## src/rtl/train_if.sv

```systemverilog
// train_if: handshake and datapath signals between the host and train_controller.
interface train_if #(
  parameter int ADDR_W  = 8,
  parameter int EPOCH_W = 5
);
  logic               start;
  logic               sample_err;
  logic               init_w;
  logic               rd_en;
  logic [ADDR_W-1:0]  addr;
  logic               upd_w;
  logic               busy;
  logic               done;
  logic               converged;
  logic [EPOCH_W-1:0] epoch;
  logic [ADDR_W-1:0]  err_cnt;
  modport master (
    output start, sample_err,
    input  init_w, rd_en, addr, upd_w, busy, done, converged, epoch, err_cnt
  );
  modport slave (
    input  start, sample_err,
    output init_w, rd_en, addr, upd_w, busy, done, converged, epoch, err_cnt
  );
endinterface

```

## src/rtl/train_controller.sv

```systemverilog
// train_controller: epoch/sample sequencer for the training pass; all outputs decoded from registers.
module train_controller #(
  parameter int N_SAMPLES = 150,
  parameter int MAX_EPOCH = 16,
  parameter int ADDR_W    = 8,
  parameter int EPOCH_W   = 5
) (
  input  logic    clk,
  input  logic    rst,
  train_if.slave  bus
);
  typedef enum logic [2:0] {IDLE, INIT, FETCH, EVAL, UPDATE, CHECK, DONE} state_t;
  localparam logic [ADDR_W-1:0]  LAST_ADDR  = ADDR_W'(N_SAMPLES - 1);
  localparam logic [EPOCH_W-1:0] LAST_EPOCH = EPOCH_W'(MAX_EPOCH - 1);
  state_t             state_q, state_d;
  logic [ADDR_W-1:0]  addr_q, addr_d, err_q, err_d;
  logic [EPOCH_W-1:0] epoch_q, epoch_d;
  logic               conv_q, conv_d;
  logic               last;
  always_ff @(posedge clk or posedge rst) begin
    if (rst) begin
      state_q <= IDLE;
      addr_q  <= '0;
      err_q   <= '0;
      epoch_q <= '0;
      conv_q  <= 1'b0;
    end else begin
      state_q <= state_d;
      addr_q  <= addr_d;
      err_q   <= err_d;
      epoch_q <= epoch_d;
      conv_q  <= conv_d;
    end
  end
  assign last = addr_q == LAST_ADDR;
  always_comb begin
    state_d = state_q;
    addr_d  = addr_q;
    err_d   = err_q;
    epoch_d = epoch_q;
    conv_d  = conv_q;
    case (state_q)
      IDLE: if (bus.start) begin
        state_d = INIT;
        addr_d  = '0;
        err_d   = '0;
        epoch_d = '0;
        conv_d  = 1'b0;
      end
      INIT:  state_d = FETCH;
      FETCH: state_d = EVAL;
      EVAL: if (bus.sample_err) begin
        err_d   = err_q + 1'b1;
        state_d = UPDATE;
      end else begin
        state_d = last ? CHECK : FETCH;
        addr_d  = last ? addr_q : addr_q + 1'b1;
      end
      UPDATE: begin
        state_d = last ? CHECK : FETCH;
        addr_d  = last ? addr_q : addr_q + 1'b1;
      end
      CHECK: if (err_q == '0) begin
        conv_d  = 1'b1;
        state_d = DONE;
      end else if (epoch_q == LAST_EPOCH) begin
        state_d = DONE;
      end else begin
        epoch_d = epoch_q + 1'b1;
        addr_d  = '0;
        err_d   = '0;
        state_d = FETCH;
      end
      DONE:    state_d = IDLE;
      default: state_d = IDLE;
    endcase
  end
  assign bus.init_w    = state_q == INIT;
  assign bus.rd_en     = state_q == FETCH;
  assign bus.upd_w     = state_q == UPDATE;
  assign bus.busy      = state_q != IDLE;
  assign bus.done      = state_q == DONE;
  assign bus.converged = conv_q;
  assign bus.addr      = addr_q;
  assign bus.epoch     = epoch_q;
  assign bus.err_cnt   = err_q;
endmodule
```

## src/flat_wrapper.sv

```systemverilog
// flat-port wrapper written by rule: the top's interface ports become plain ports
module train_controller_flat 
#(
  parameter int N_SAMPLES = 150,
  parameter int MAX_EPOCH = 16,
  parameter int ADDR_W    = 8,
  parameter int EPOCH_W   = 5
)
  (clk, rst, bus_start, bus_sample_err, bus_init_w, bus_rd_en, bus_addr, bus_upd_w, bus_busy, bus_done, bus_converged, bus_epoch, bus_err_cnt);
  train_if #(.ADDR_W(ADDR_W), .EPOCH_W(EPOCH_W)) bus_i ();
  input  logic clk;
  input  logic rst;
  input wire logic [$bits(bus_i.start)-1:0] bus_start;
  input wire logic [$bits(bus_i.sample_err)-1:0] bus_sample_err;
  output wire logic [$bits(bus_i.init_w)-1:0] bus_init_w;
  output wire logic [$bits(bus_i.rd_en)-1:0] bus_rd_en;
  output wire logic [$bits(bus_i.addr)-1:0] bus_addr;
  output wire logic [$bits(bus_i.upd_w)-1:0] bus_upd_w;
  output wire logic [$bits(bus_i.busy)-1:0] bus_busy;
  output wire logic [$bits(bus_i.done)-1:0] bus_done;
  output wire logic [$bits(bus_i.converged)-1:0] bus_converged;
  output wire logic [$bits(bus_i.epoch)-1:0] bus_epoch;
  output wire logic [$bits(bus_i.err_cnt)-1:0] bus_err_cnt;
  assign bus_i.start = bus_start;
  assign bus_i.sample_err = bus_sample_err;
  assign bus_init_w = bus_i.init_w;
  assign bus_rd_en = bus_i.rd_en;
  assign bus_addr = bus_i.addr;
  assign bus_upd_w = bus_i.upd_w;
  assign bus_busy = bus_i.busy;
  assign bus_done = bus_i.done;
  assign bus_converged = bus_i.converged;
  assign bus_epoch = bus_i.epoch;
  assign bus_err_cnt = bus_i.err_cnt;
  train_controller #(.N_SAMPLES(N_SAMPLES), .MAX_EPOCH(MAX_EPOCH), .ADDR_W(ADDR_W), .EPOCH_W(EPOCH_W)) u_core (.clk(clk), .rst(rst), .bus(bus_i));
endmodule
```

## config.mk

```make
export PLATFORM = sky130hd
export DESIGN_NAME = train_controller_flat
export DESIGN_NICKNAME = d
export VERILOG_FILES = /design/src/rtl/train_if.sv /design/src/rtl/train_controller.sv /design/src/flat_wrapper.sv
export SDC_FILE = /design/constraint.sdc
export NUM_CORES = 1
export LEC_CHECK = 0
export BUFFER_PORTS_ARGS = -buffer_cell sky130_fd_sc_hd__buf_4
export CORE_UTILIZATION = 45
export CTS_BUF_LIST = sky130_fd_sc_hd__clkbuf_4 sky130_fd_sc_hd__clkbuf_8 sky130_fd_sc_hd__clkbuf_16
export DETAILED_ROUTE_END_ITERATION = 16
export PLACE_DENSITY_LB_ADDON = 0.25
export SLEW_MARGIN = 20
export SYNTH_ARGS = -nofsm -noshare
export SYNTH_HDL_FRONTEND = slang
export SYNTH_SLANG_ARGS = --single-unit
```

## constraint.sdc

```tcl
create_clock -name clk -period 2.2 [get_ports clk]
set_input_delay 0.22 -clock clk [delete_from_list [all_inputs] [get_ports clk]]
set_output_delay 0.22 -clock clk [all_outputs]
set_load 0.01 [all_outputs]
```

==> reports/qor.yml, run 1 <==
avgSynthCellArea_um2: 9.17
die_h_um: 60.3
place_hpwl_um: 2570
die_w_um: 60.3
wl_met2_um: 1760
cts_tree: "done"
leakagePower_nw: 0.858
yosys.area_share.simple_pct: 24.3
path_delay_family: "simple AND/OR/NAND/NOR gates"
diodes: 0
period_needed_ns: 2.04
fin_util_pct: 58.8
dieArea_um2: 3640
wl_um: 3410
cp-start-kind: "register"
required_ns: 2.46
drt_iter0_markers: 88
hold_class: "in2reg"
grt_pass1_wl_um: 5620
swShare_pct: 42.0
pwr-share-comb_pct: 48.7
ys_ff_latch: 25
ant_nets: 0
critical_path_buf_inv_count: 0
wl_met3_um: 134
p_int_w: 0.000987
fin_skew_ns: 0.00369
max_freq_mhz: 489
path_max_fanout: 14
grt_pass1_vias: 1263
cts_hold_buf: 1
end_kind: "register"
async_flop_share_pct: 100
core_um2: 3130
cts_buffers: 3
gp_congestion: 0.849
syn_area_um2: 1530
cp_common_cell: "ha_1"
clk_path_buf_depth: 2
via_per_inst: 5.62
clkPwrFrac_pct: 12.5
status: "complete, no violations"
start_util_pct: 49.0
fin_setup_tns_ns: 0
worstSetupPathType: "reg2reg"
muxShareOfSynthArea_pct: 0
postCtsSetupBuffers: 0
synth_cells: 167
cts_root_buf: "clkbuf_4"
vias: 1371
synth_compound_area_share_pct: 23.5
drive_above_1_share_pct: 26.0
slowest_delay_ns: 0.45
post-route-drc-count: 0
cp.arrival_ns: 2.30
max_slew_margin_pct: 66.1
ctsResizeCount: 0
rows: 20
wl_per_cell_um: 14.0
syn_to_final_growth_pct: 20.1
worst_pin_slew_ns: 0.508
grt_start_max_net_pins: 26
ios: 31
synth_fa_ha_area_share_pct: 4.90
numPortBuffers: 30
slew_viol_final: 0
wl_met1_um: 1460
synth_ff_type: "dfrtp_1"
highest_layer: "met4"
period_share_pct: 92.9
final_nets: 211
antenna_found_initial: 0
h-tree-depth: 1
crit_path_cell_trace: "ha_1, and3_1, ha_1, a21oi_4, o221ai_2, or3_1, a21boi_1"
cp_slowest_cell: "dfrtp_1"
drtPass1Iterations: 4
drv_cap: 0
p_per_area_nw_per_um2: 925
ys_seq_area_share_pct: 40.8
synth_cell_types: 47
grt-ovfl-total: 0
cts.sinks: 25
insertion_delay_ns: 0.33
synth_top_family_by_area: "simple AND/OR/NAND/NOR gates"
max-vdd-ir-drop_uv: 595
synth_xor_area_share_pct: 0.572
setup_viol: 0
ys.warnings.count: 0
grt.total_usage_pct: 20.5
rsz0062_at_grt: "false"
power_frac_seq_pct: 38.8
finalHoldViolCount: 0
p_sw_w: 0.000715
path_clk_slew_ns: 0.14
synth-edff-count: 0
synth_fp_nets: 177
[per-layer routing]
layer / global-route usage, % / vias to the layer above
met5: 0 / -
met2: 36.6 / 35
met4: 6.98 / 0
li1: - / 670
met1: 25.1 / 659
met3: 3.20 / 7
[synthesized netlist by cell type, drive strengths merged (2+ instances only)]
cell / number / share of area [%]
a21boi: 4 / 2.0
a21oi: 6 / 3.4
a31oi: 4 / 1.6
and3: 9 / 3.7
buf: 6 / 3.0
clkbuf: 2 / 0.57
dfrtp: 25 / 41
ha: 6 / 4.9
inv: 9 / 2.2
nand2: 12 / 2.9
nand2b: 3 / 1.2
nand3: 6 / 2.0
nand3b: 2 / 0.98
nand4: 2 / 0.82
nor2: 13 / 3.3
nor2b: 3 / 1.2
nor3: 2 / 0.65
o21ai: 24 / 8.1
o22ai: 2 / 1.2
o31ai: 5 / 2.8
or2: 2 / 0.98
or3: 6 / 2.5
[registers in the layout, summed over array words and instances (netlist names)]
signal	flops
u_core.bus.addr	8
u_core.bus.err_cnt	8
u_core.bus.epoch	5
u_core.state_q	3
u_core.bus.converged	1
[worst paths after layout]
path / from / end / slack (ns) / cells past startpoint
setup reg to reg: u_core.bus.epoch[0]$_DFFE_PP0P_ / u_core.bus.addr[6]$_DFFE_PP0P_ / 0.16 / 7
max in group asynchronous: rst / u_core.bus.err_cnt[2]$_DFFE_PP0P_ / 1.47 / 4
hold / removal: bus_sample_err / u_core.state_q[2]$_DFFE_PP0P_ / 0.23 / 3
min in group asynchronous: rst / u_core.bus.addr[2]$_DFFE_PP0P_ / 0.49 / 4
setup / recovery: u_core.bus.epoch[0]$_DFFE_PP0P_ / u_core.bus.addr[6]$_DFFE_PP0P_ / 0.16 / 7
hold reg to reg: u_core.bus.converged$_DFFE_PP0P_ / u_core.bus.converged$_DFFE_PP0P_ / 0.54 / 2
[tightest hold or removal path, delay by kind of cell]
| family | cells | cell delay, ns |
|---|---|---|
| AOI/OAI and AO/OA | 1 | 0.12 |
| buffers and inverters | 1 | 0.12 |
| and+or+nand+nor | 1 | 0.05 |
[logic make-up after synthesis]
| kind of cell | Yosys count |
|---|---|
| adders and majority gates | 6 |
| xor gates and xnor gates | 1 |
| buffers and inverters | 17 |
| DFF | 25 |
| and+or+nand+nor | 66 |
| AOI/OAI and AO/OA | 52 |
[cells in the final DEF (no fill, tap or decap), drive strengths merged, types with 4 or more instances in the layout]
cell type / instances
a21boi: 4
a21oi: 6
a31oi: 4
and3: 9
buf: 36
dfrtp: 25
ha: 6
inv: 9
nand2: 12
nand3: 6
nor2: 13
o21ai: 24
o31ai: 5
or3: 6
[metrics by stage]
step	hold slack, ns	power, W	setup WS [ns]	std cells	instance area [um^2]
floorplan	0.247	0.00123	0.172	167	1530
global placement	0.294	0.00146	0.246	239	1800
detailed placement	0.306	0.00150	0.169	239	1800
CTS	0.227	0.00171	0.139	244	1840
global route	0.218	0.00183	0.0191	244	1840
finish	0.226	0.00170	0.156	244	1840
[final cells by class]
type                       count  area (um^2)
fill                         283         1290
multi-input combinational    125          817
sequential                    25          626
timing repair buffer          37          280
tap                           44         55.1
inverter                       9         33.8
clock buffer                   3         22.5
clock inverter                 1         5.00
[power by group through the flow]
stage	Combinational (W)	Clock, W	Sequential (W)
floorplan	0.000599	0	0.000631
global placement	0.000806	0	0.000656
detailed placement	0.000829	0	0.000666
CTS	0.000834	0.000214	0.000658
global route	0.000917	0.000234	0.000677
finish	0.000829	0.000212	0.000660
Power figures use the tool's default switching activity.
==> run 2: changes to the inputs <==
BUFFER_PORTS_ARGS = default   (was -buffer_cell sky130_fd_sc_hd__buf_4)
CAP_MARGIN = 20   (was default)
DONT_BUFFER_PORTS = 1   (was default)
GPL_ROUTABILITY_DRIVEN = 0   (was default)
==> run 2 against run 1 <==
Compared with the run above: setup slack got worse by 0.013 ns; register-to-register slack hardly changed; clock power up 2%; critical endpoint is now u_core.bus.addr[4]$_DFFE_PP0P_.
==> reports/qor.yml, run 2 (synthesis results as in run 1) <==
startpoint: "u_core.bus.epoch[1]$_DFFE_PP0P_"
grt-ovfl-total: 0  # unchanged
setup_viol: 0  # unchanged
hp-start: "bus_sample_err"
power_frac_seq_pct: 40.3  # +1.5 points
required_ns: 2.45  # about the same
clk_path_buf_depth: 2  # unchanged
fin_setup_tns_ns: 0  # unchanged
start_util_pct: 49.0  # unchanged
period_share_pct: 93.5  # +0.57 points
ant_nets: 0  # unchanged
grt_pass1_wl_um: 5350  # -4.8%
max_slew_margin_pct: 63.5  # -2.7 points
dpl_cell_area_um2: 1630  # -9.6%
die_h_um: 60.3  # unchanged
fin_skew_ns: 0.00965  # +0.00596 ns
drt_iter0_markers: 88  # unchanged
cts_root_buf: "clkbuf_4"
p_int_w: 0.000935  # -5.3%
clkPwrFrac_pct: 13.4  # +0.9 points
ctsResizeCount: 0  # unchanged
period_needed_ns: 2.06  # +0.0126 ns
cp_slowest_cell: "dfrtp_1"
reg2reg_slack_ns: 0.14  # about the same
worst_pin_slew_ns: 0.543  # +0.0356 ns
fillers: 294  # +3.9%
dieArea_um2: 3640  # unchanged
via_per_inst: 5.70  # +1.5%
core_um2: 3130  # unchanged
status: "complete, no violations"
grt_start_max_net_pins: 26  # unchanged
slowest_delay_ns: 0.46  # about the same
path_clk_slew_ns: 0.14  # about the same
drv_cap: 0  # unchanged
final_nets: 188  # -11%
swShare_pct: 42.2  # +0.18 points
cts_tree: "done"
slew_viol_final: 0  # unchanged
post-route-drc-count: 0  # unchanged
min_to: "u_core.bus.err_cnt[7]$_DFFE_PP0P_"
numPortBuffers: 0  # -100%
layout_setup_ws_ns: 0.144  # -0.0126 ns
wl_per_cell_um: 14.5  # +3.6%
r2r_cells: 7  # unchanged
finalHoldViolCount: 0  # unchanged
crit_path_cell_trace: "ha_1, and3_1, ha_1, a21oi_4, o221ai_2, or3_1, a21boi_1"
final_common_cell: "dfrtp_1"
insertion_delay_ns: 0.32  # about the same
layout.cells.most_common_list: "dfrtp_1, o21ai_0, buf_4"
fin_util_pct: 53.4  # -5.4 points
drive_above_1_share_pct: 16.4  # -9.6 points
cp-start-kind: "register"
pre_cts_ws_ns: 0.167  # -0.00197 ns
cp.arrival_ns: 2.30  # about the same
syn_to_final_growth_pct: 8.99
die_w_um: 60.3  # unchanged
rows: 20  # unchanged
leakagePower_nw: 0.735  # -14%
rr_startpoint: "u_core.bus.epoch[1]$_DFFE_PP0P_"
cts_buffers: 3  # unchanged
path_max_fanout: 14  # unchanged
drtPass1Iterations: 4  # unchanged
pwr-share-comb_pct: 46.3  # -2.4 points
antenna_found_initial: 0  # unchanged
wl_um: 3200  # -6.2%
ios: 31  # unchanged
diodes: 0  # unchanged
vias: 1260  # -8.1%
cts.sinks: 25  # unchanged
max-vdd-ir-drop_uv: 465  # -22%
p_per_area_nw_per_um2: 968  # +4.7%
final_cell_area_um2: 1670  # -9.3%
cp_common_cell: "ha_1"
r2r-end: "u_core.bus.addr[4]$_DFFE_PP0P_"
p_total_w: 0.00162  # -5.0%
grt.total_usage_pct: 19.4  # -1.1 points
p_sw_w: 0.000682  # -4.6%
hold_class: "in2reg"
rsz0062_at_grt: "false"
grt_pass1_vias: 1218  # -3.6%
hold-path-cell-count: 2  # -1
worstSetupPathType: "reg2reg"
max_freq_mhz: 486  # -0.61%
h-tree-depth: 1  # unchanged
end_kind: "register"
place_hpwl_um: 2460  # -4.1%
## run 2: repair_timing
| item | CTS | global route |
|---|---|---|
| hold buffers | 1 | 0 |
| endpoints found under the hold margin | 25 | 0 |
| buffers inserted | 0 | 0 |
## run 2: worst max-delay path by stage
| stage | slack (ns) | to | cells after the start |
|---|---|---|---|
| floorplan | 0.17 | u_core.bus.addr[3]$_DFFE_PP0P_ | 8 |
| global placement | 0.22 | u_core.bus.addr[6]$_DFFE_PP0P_ | 7 |
| detailed placement | 0.17 | u_core.bus.addr[4]$_DFFE_PP0P_ | 7 |
| CTS | 0.13 | u_core.bus.addr[4]$_DFFE_PP0P_ | 7 |
| global route | 0.008 | u_core.bus.addr[4]$_DFFE_PP0P_ | 7 |
| finish | 0.14 | u_core.bus.addr[4]$_DFFE_PP0P_ | 7 |
## run 2: worst max-delay path, delay by kind of cell (launching register included)
kind                       cells  cell delay (ns)
and+or+nand+nor                2             0.60
AOI/OAI and AO/OA              3             0.51
DFF                            1             0.46
adders and majority gates      2             0.43
## run 2: cell type report
cell class / count / area [um^2] / area share, %
well taps: 44 / 55.1 / 3.30
inverters: 9 / 33.8 / 2.02
multi-input cells: 125 / 817 / 49.0
flip-flops and latches: 25 / 626 / 37.5
repair buffers: 14 / 108 / 6.45
clock buffers: 4 / 30.0 / 1.80
## run 2: routing by layer
metal	vias up	track usage [%]	part of all wire [%]
li1	624	-	-
met1	604	20.8	41
met2	28	37.7	52
met3	4	4.69	5.7
met4	0	4.98	0.81
met5	-	0	0
## run 2: through the flow
step	instances	hold slack, ns
global route	221	0.0511
floorplan	167	0.247
finish	221	0.0702
CTS	221	0.0718
detailed placement	216	0.187
global placement	216	0.184
## run 2: power by group through the flow
stage	Sequential (W)	Clock, W	Combinational [W]
2_1_floorplan	0.000631	0	0.000599
3_3_place_gp	0.000655	0	0.000724
3_5_place_dp	0.000660	0	0.000750
4_1_cts	0.000650	0.000221	0.000755
5_1_grt	0.000666	0.000242	0.000829
6_report	0.000651	0.000217	0.000748
